**config.mk**
```make
export PLATFORM = sky130hd
export DESIGN_NAME = ram_arbiter
export DESIGN_NICKNAME = d
export VERILOG_FILES = /design/src/rtl/ram_arbiter_pkg.sv /design/src/rtl/ram_req_check.sv /design/src/rtl/ram_arbiter.sv
export SDC_FILE = /design/constraint.sdc
export NUM_CORES = 1
export LEC_CHECK = 0
export ABC_AREA = 1
export CAP_MARGIN = 15
export CORE_ASPECT_RATIO = 0.9
export CORE_MARGIN = 2
export CORE_UTILIZATION = 41
export DETAILED_ROUTE_END_ITERATION = 10
export PLACE_DENSITY = 0.92
export RECOVER_POWER = 50
export SYNTH_ARGS = -nofsm -noshare
export SYNTH_HDL_FRONTEND = slang
export SYNTH_SLANG_ARGS = --single-unit
export TNS_END_PERCENT = 1
```
**constraint.sdc**
```tcl
create_clock -name clk -period 3.4 [get_ports clk]
set_input_delay 0.68 -clock clk [delete_from_list [all_inputs] [get_ports clk]]
set_output_delay 0.68 -clock clk [all_outputs]
set_load 0.01 [all_outputs]
```
**src/rtl/ram_arbiter_pkg.sv**
```systemverilog
// Shared encodings for the RAM arbiter: access sizes, read/write, FSM states and grant owner.
package ram_arbiter_pkg;

    localparam logic [1:0] SIZE_BYTE = 2'b00;
    localparam logic [1:0] SIZE_HALF = 2'b01;
    localparam logic [1:0] SIZE_WORD = 2'b10;

    localparam logic RW_READ  = 1'b0;
    localparam logic RW_WRITE = 1'b1;

    typedef enum logic [1:0] {
        ST_IDLE   = 2'd0,
        ST_ACCESS = 2'd1,
        ST_RESP   = 2'd2
    } state_t;

    typedef enum logic {
        GRANT_I = 1'b0,
        GRANT_D = 1'b1
    } grant_t;

    // Both 10 and 11 mean word on the request side; the RAM only ever sees 10.
    function automatic logic [1:0] norm_size(input logic [1:0] size);
        return (size == SIZE_BYTE || size == SIZE_HALF) ? size : SIZE_WORD;
    endfunction

endpackage

```
**src/rtl/ram_req_check.sv**
```systemverilog
// Combinational legality check for one RAM access: alignment (optional) and
// address range (the last byte touched must stay inside the RAM).
module ram_req_check
    import ram_arbiter_pkg::*;
#(
    parameter int ADDR_W      = 9,
    parameter bit CHECK_ALIGN = 1'b1
)(
    input  logic [1:0]        size,
    input  logic [ADDR_W-1:0] addr,
    output logic              legal
);

    logic [ADDR_W:0] span;
    logic [ADDR_W:0] last_byte;
    logic            aligned;

    always_comb begin
        span    = '0;
        aligned = 1'b1;
        case (size)
            SIZE_BYTE: begin
                span    = (ADDR_W+1)'(0);
                aligned = 1'b1;
            end
            SIZE_HALF: begin
                span    = (ADDR_W+1)'(1);
                aligned = ~addr[0];
            end
            default: begin
                span    = (ADDR_W+1)'(3);
                aligned = (addr[1:0] == 2'b00);
            end
        endcase
        // A carry into the extra top bit means the access runs off the end of the RAM.
        last_byte = {1'b0, addr} + span;
        legal     = ~last_byte[ADDR_W] & (aligned | ~CHECK_ALIGN);
    end

endmodule

```
**src/rtl/ram_arbiter.sv**
```systemverilog
// Round-robin arbiter sharing one byte-addressed RAM between an instruction-fetch
// port (word reads) and a data port (byte/half/word reads and writes).
module ram_arbiter
    import ram_arbiter_pkg::*;
#(
    parameter int ADDR_W      = 9,
    parameter int WAIT_CYCLES = 1,
    parameter bit CHECK_ALIGN = 1'b1
)(
    input  logic              clk,
    input  logic              reset,
    input  logic              i_req,
    input  logic [ADDR_W-1:0] i_addr,
    output logic              i_ack,
    output logic [31:0]       i_rdata,
    output logic              i_err,
    input  logic              d_req,
    input  logic              d_rw,
    input  logic [1:0]        d_size,
    input  logic              d_se,
    input  logic [ADDR_W-1:0] d_addr,
    input  logic [31:0]       d_wdata,
    output logic              d_ack,
    output logic [31:0]       d_rdata,
    output logic              d_err,
    output logic              ram_en,
    output logic              ram_rw,
    output logic              ram_se,
    output logic [1:0]        ram_size,
    output logic [ADDR_W-1:0] ram_addr,
    output logic [31:0]       ram_din,
    input  logic [31:0]       ram_dout
);

    localparam int CNT_W = (WAIT_CYCLES > 1) ? $clog2(WAIT_CYCLES) : 1;

    // Handshake: a requester raises req with its inputs stable and holds both until
    // it sees a one-cycle ack; rdata/err are valid only in that ack cycle.
    state_t            state;
    state_t            state_nx;
    grant_t            grant_q;
    grant_t            last_grant;
    grant_t            grant_nx;
    logic [CNT_W-1:0]  wait_cnt;
    logic [31:0]       rdata_q;
    logic              err_q;
    logic              any_req;
    logic              access_done;
    logic              chk_legal;
    logic [1:0]        chk_size;
    logic [ADDR_W-1:0] chk_addr;

    // On a tie the port that was not served last wins, so neither can starve.
    always_comb begin
        any_req = i_req | d_req;
        if (i_req && d_req) begin
            grant_nx = (last_grant == GRANT_I) ? GRANT_D : GRANT_I;
        end else if (d_req) begin
            grant_nx = GRANT_D;
        end else begin
            grant_nx = GRANT_I;
        end
        chk_size = (grant_nx == GRANT_D) ? norm_size(d_size) : SIZE_WORD;
        chk_addr = (grant_nx == GRANT_D) ? d_addr : i_addr;
    end

    ram_req_check #(
        .ADDR_W      (ADDR_W),
        .CHECK_ALIGN (CHECK_ALIGN)
    ) u_check (
        .size  (chk_size),
        .addr  (chk_addr),
        .legal (chk_legal)
    );

    assign access_done = (wait_cnt == '0);

    always_ff @(posedge clk) begin
        if (reset) begin
            state <= ST_IDLE;
        end else begin
            state <= state_nx;
        end
    end

    always_comb begin
        state_nx = state;
        case (state)
            ST_IDLE: begin
                if (any_req) begin
                    state_nx = chk_legal ? ST_ACCESS : ST_RESP;
                end
            end
            ST_ACCESS: begin
                if (access_done) begin
                    state_nx = ST_RESP;
                end
            end
            ST_RESP: state_nx = ST_IDLE;
            default: state_nx = ST_IDLE;
        endcase
    end

    // RAM control is registered at grant time and held until the next grant.
    always_ff @(posedge clk) begin
        if (reset) begin
            grant_q    <= GRANT_I;
            last_grant <= GRANT_D;
            wait_cnt   <= '0;
            rdata_q    <= '0;
            err_q      <= 1'b0;
            ram_rw     <= RW_READ;
            ram_se     <= 1'b0;
            ram_size   <= SIZE_BYTE;
            ram_addr   <= '0;
            ram_din    <= '0;
        end else begin
            case (state)
                ST_IDLE: begin
                    if (any_req) begin
                        grant_q    <= grant_nx;
                        last_grant <= grant_nx;
                        err_q      <= ~chk_legal;
                        rdata_q    <= '0;
                        wait_cnt   <= CNT_W'(WAIT_CYCLES - 1);
                        if (grant_nx == GRANT_D) begin
                            ram_rw   <= d_rw;
                            ram_size <= norm_size(d_size);
                            ram_se   <= d_se;
                            ram_addr <= d_addr;
                            ram_din  <= d_wdata;
                        end else begin
                            ram_rw   <= RW_READ;
                            ram_size <= SIZE_WORD;
                            ram_se   <= 1'b0;
                            ram_addr <= i_addr;
                            ram_din  <= '0;
                        end
                    end
                end
                ST_ACCESS: begin
                    if (access_done) begin
                        if (ram_rw == RW_READ) begin
                            rdata_q <= ram_dout;
                        end
                    end else begin
                        wait_cnt <= wait_cnt - CNT_W'(1);
                    end
                end
                default: ;
            endcase
        end
    end

    always_comb begin
        ram_en  = (state == ST_ACCESS);
        i_ack   = (state == ST_RESP) && (grant_q == GRANT_I);
        d_ack   = (state == ST_RESP) && (grant_q == GRANT_D);
        i_rdata = i_ack ? rdata_q : '0;
        d_rdata = d_ack ? rdata_q : '0;
        i_err   = i_ack & err_q;
        d_err   = d_ack & err_q;
    end

endmodule

```
==> run metrics <==
Final period util=around 87%; Worst EP arrival=~3200 ps; Synth Warn #=0; Clock Skew=approximately 11 ps; PwrDens=383 nW/um2; mapped cell area=3570 um2; Area Growth Syn to Fin=60.8%; Clock Path Buffers=2; sw frac=just under 30%; Final nets=between 700 and 800; Reg area=approximately 1600 um2; CP Capture Type=register; I/O Buffers=between 200 and 250; Internal=between 1.5 and 2 mW; Worst-Margin Slew=792 ps; postcts setup bufs=0; first-pass GRT wire length=between 15,000 and 20,000 um; H-tree depth=3; Worst Path Max Fanout=44; post-layout instance area=5740 um2; peak supply drop=about 230 uV; Min Hold Slack=around 460 ps; Worst setup SP type=input port; Synth cell types=26; core region area=about 8500 um2; sw power=about 630 uW; max frequency=between 0.3 and 0.4 GHz; layout cells sized above 1=under 10%; CTS resizes=0; Detail Route Antenna Nets=0; synthesized flop and latch total=between 80 and 90; gr usage total=22.8%; Initial Utilization=41.9%; endpoints failing setup=0; maxcap violations=0; Clock power frac=32.4%; FILL cells=around 750; Setup TNS Final=0 ps; Post-Place Cell Area=5570 um2; TritonCTS Buffers=9; post-DP HPWL=8200 um; # hold bufs at CTS=0; Fin. Hold Viols=0; vias in the first global route=3,798; Slew Limit Fails=0; width of the die=between 100 and 150 um; router iterations before antenna repair=4; RSZ-0062 raised after global routing=no; area occupied by multi-input gates=roughly 1500 um2; Remaining DRCs=0; post-layout util=between 60% and 70%; Synth Net Count=599; Clock Latency Late Sink=340 ps; combinational fraction of design power=between 20% and 30%; Seq/Total Area, Yosys=roughly 46%; Sink Count=between 80 and 90; diode count=0; slew margin rel.=between 40 and 50%; CTS clk-pin slew, worst paths=90 ps; Die ar.=9470 um2; I/O Pins=204; WL/cell=13.2 um; drt via density=~4.7; antenna violations before repair=0; worst path required time=about 3700 ps; CTS tree=yes; Pleak=between 2 and 2.5 nW; Die Span Y=92.5 um; Mapped Cells=a little over 500; WL final=between 10,000 and 15,000 um; Final Total Pwr=2.20 mW; initial DRC count=around 120; Hold Crit Class=register to register; clock root buffer=clkbuf_8; status=complete, no violations; Vias=3,855; worst setup path category=input port to register; Flop pwr share=47.6%; grt total ovfl=0; Std-Cell Rows=32; Mean Syn Cell Area=~7.0 um2; largest net degree at the start of global routing=45; Final min period=around 2900 ps; RD Place Congestion=slightly above 0.8
cell usage in the layout (no fill, tap or decap):
cell type,synthesis,final
a21oi_1,71,71
a21oi_2,1,1
a31oi_1,8,8
buf_2,12,1
buf_4,3,1
bufinv_16,0,1
clkbuf_8,0,9
clkdlybuf4s50_1,0,153
clkinv_2,0,1
clkinvlp_4,0,2
dfxtp_1,82,82
dlygate4sd3_1,0,49
ha_1,1,1
inv_1,43,44
inv_2,4,3
inv_6,0,3
nand2_1,159,162
nand2_2,7,6
nand3_1,7,7
nand3b_1,2,2
nor2_1,71,71
nor2_4,4,4
nor2_8,1,1
nor3_1,3,3
o21ai_0,10,10
o21ai_1,1,1
o21ai_4,1,1
critical path: stages:
cell	delay [ps]
dlygate4sd3_1	690
nor2_4	220
nor2_8	50
nand2_2	570
nand2_1	270
o21ai_4	370
nand2_1	140
a21oi_1	180
Yosys cell counts (all sizes together):
| library cell | count | area [um2] |
|---|---|---|
| buf | 21 | 151 |
| nand3 | 7 | 35.0 |
| dfxtp | 82 | 1640 |
| a21oi | 72 | 364 |
| clkbuf | 9 | 33.8 |
| inv | 47 | 176 |
| nor3 | 3 | 15.0 |
| a31oi | 8 | 50.1 |
| ha | 1 | 12.5 |
| o21ai | 12 | 71.3 |
| nor2 | 76 | 332 |
| nand2 | 168 | 672 |
| nand3b | 2 | 15.0 |
power groups by stage:
| stage | clock, mW | sequential (mW) | combinational [mW] |
|---|---|---|---|
| 5_1_grt | 0.768 | 1.05 | 0.484 |
| 3_5_place_dp | 0 | 1.07 | 0.462 |
| 6_report | 0.712 | 1.05 | 0.440 |
| 4_1_cts | 0.730 | 1.05 | 0.464 |
| 3_3_place_gp | 0 | 1.07 | 0.448 |
| 2_1_floorplan | 0 | 1.08 | 0.234 |
cell families after synthesis:
family                     count (synthesis)  share of synthesized area [%]
AOI/OAI and AO/OA                         92                           13.6
buffers and inverters                     77                           10.1
DFF                                       82                           46.0
adders and majority gates                  1                          0.350
and+or+nand+nor                          256                           29.9
state kept, by name, summed over array words and instances, names as in the netlist:
register and flops:
ram_din 32, rdata_q 32, ram_addr 9, ram_size 2, state 2, err_q 1
grant_q 1, last_grant 1, ram_rw 1, ram_se 1
final timing paths:
path                            depth (start not counted)                startpoint  slack (ps)                        to
worst max-delay path                                    8                     d_req         450   rdata_q[3]$_SDFFE_PP0P_
worst min-delay path                                    2  ram_din[20]$_SDFFE_PP0P_         460  ram_din[20]$_SDFFE_PP0P_
worst max register to register                          6     state[1]$_SDFFE_PP0P_        1140   rdata_q[3]$_SDFFE_PP0P_
worst min register to register                          2  ram_din[20]$_SDFFE_PP0P_         460  ram_din[20]$_SDFFE_PP0P_
routing by layer:
layer	wire length [um]	up-vias	track usage [%]
li1	-	1946	-
met1	4230	1731	25.4
met2	5470	152	41.7
met3	788	26	5.96
met4	259	0	7.89
met5	0	-	0
area by class of cell:
class                   count  area share (%)
repair buffers            204            35.4
flip-flops and latches     82            28.6
multi-input cells         349            26.8
inverters                  47            3.07
well taps                 119            2.59
clock buffers               9            2.16
clock inverters             7            1.33
through the flow:
stage,setup slack (ps),std cells
2_1_floorplan,1370,508
3_3_place_gp,618,801
3_5_place_dp,502,801
4_1_cts,405,817
5_1_grt,207,817
6_report,453,817
Note: power is estimated with default switching activity, not from simulation.
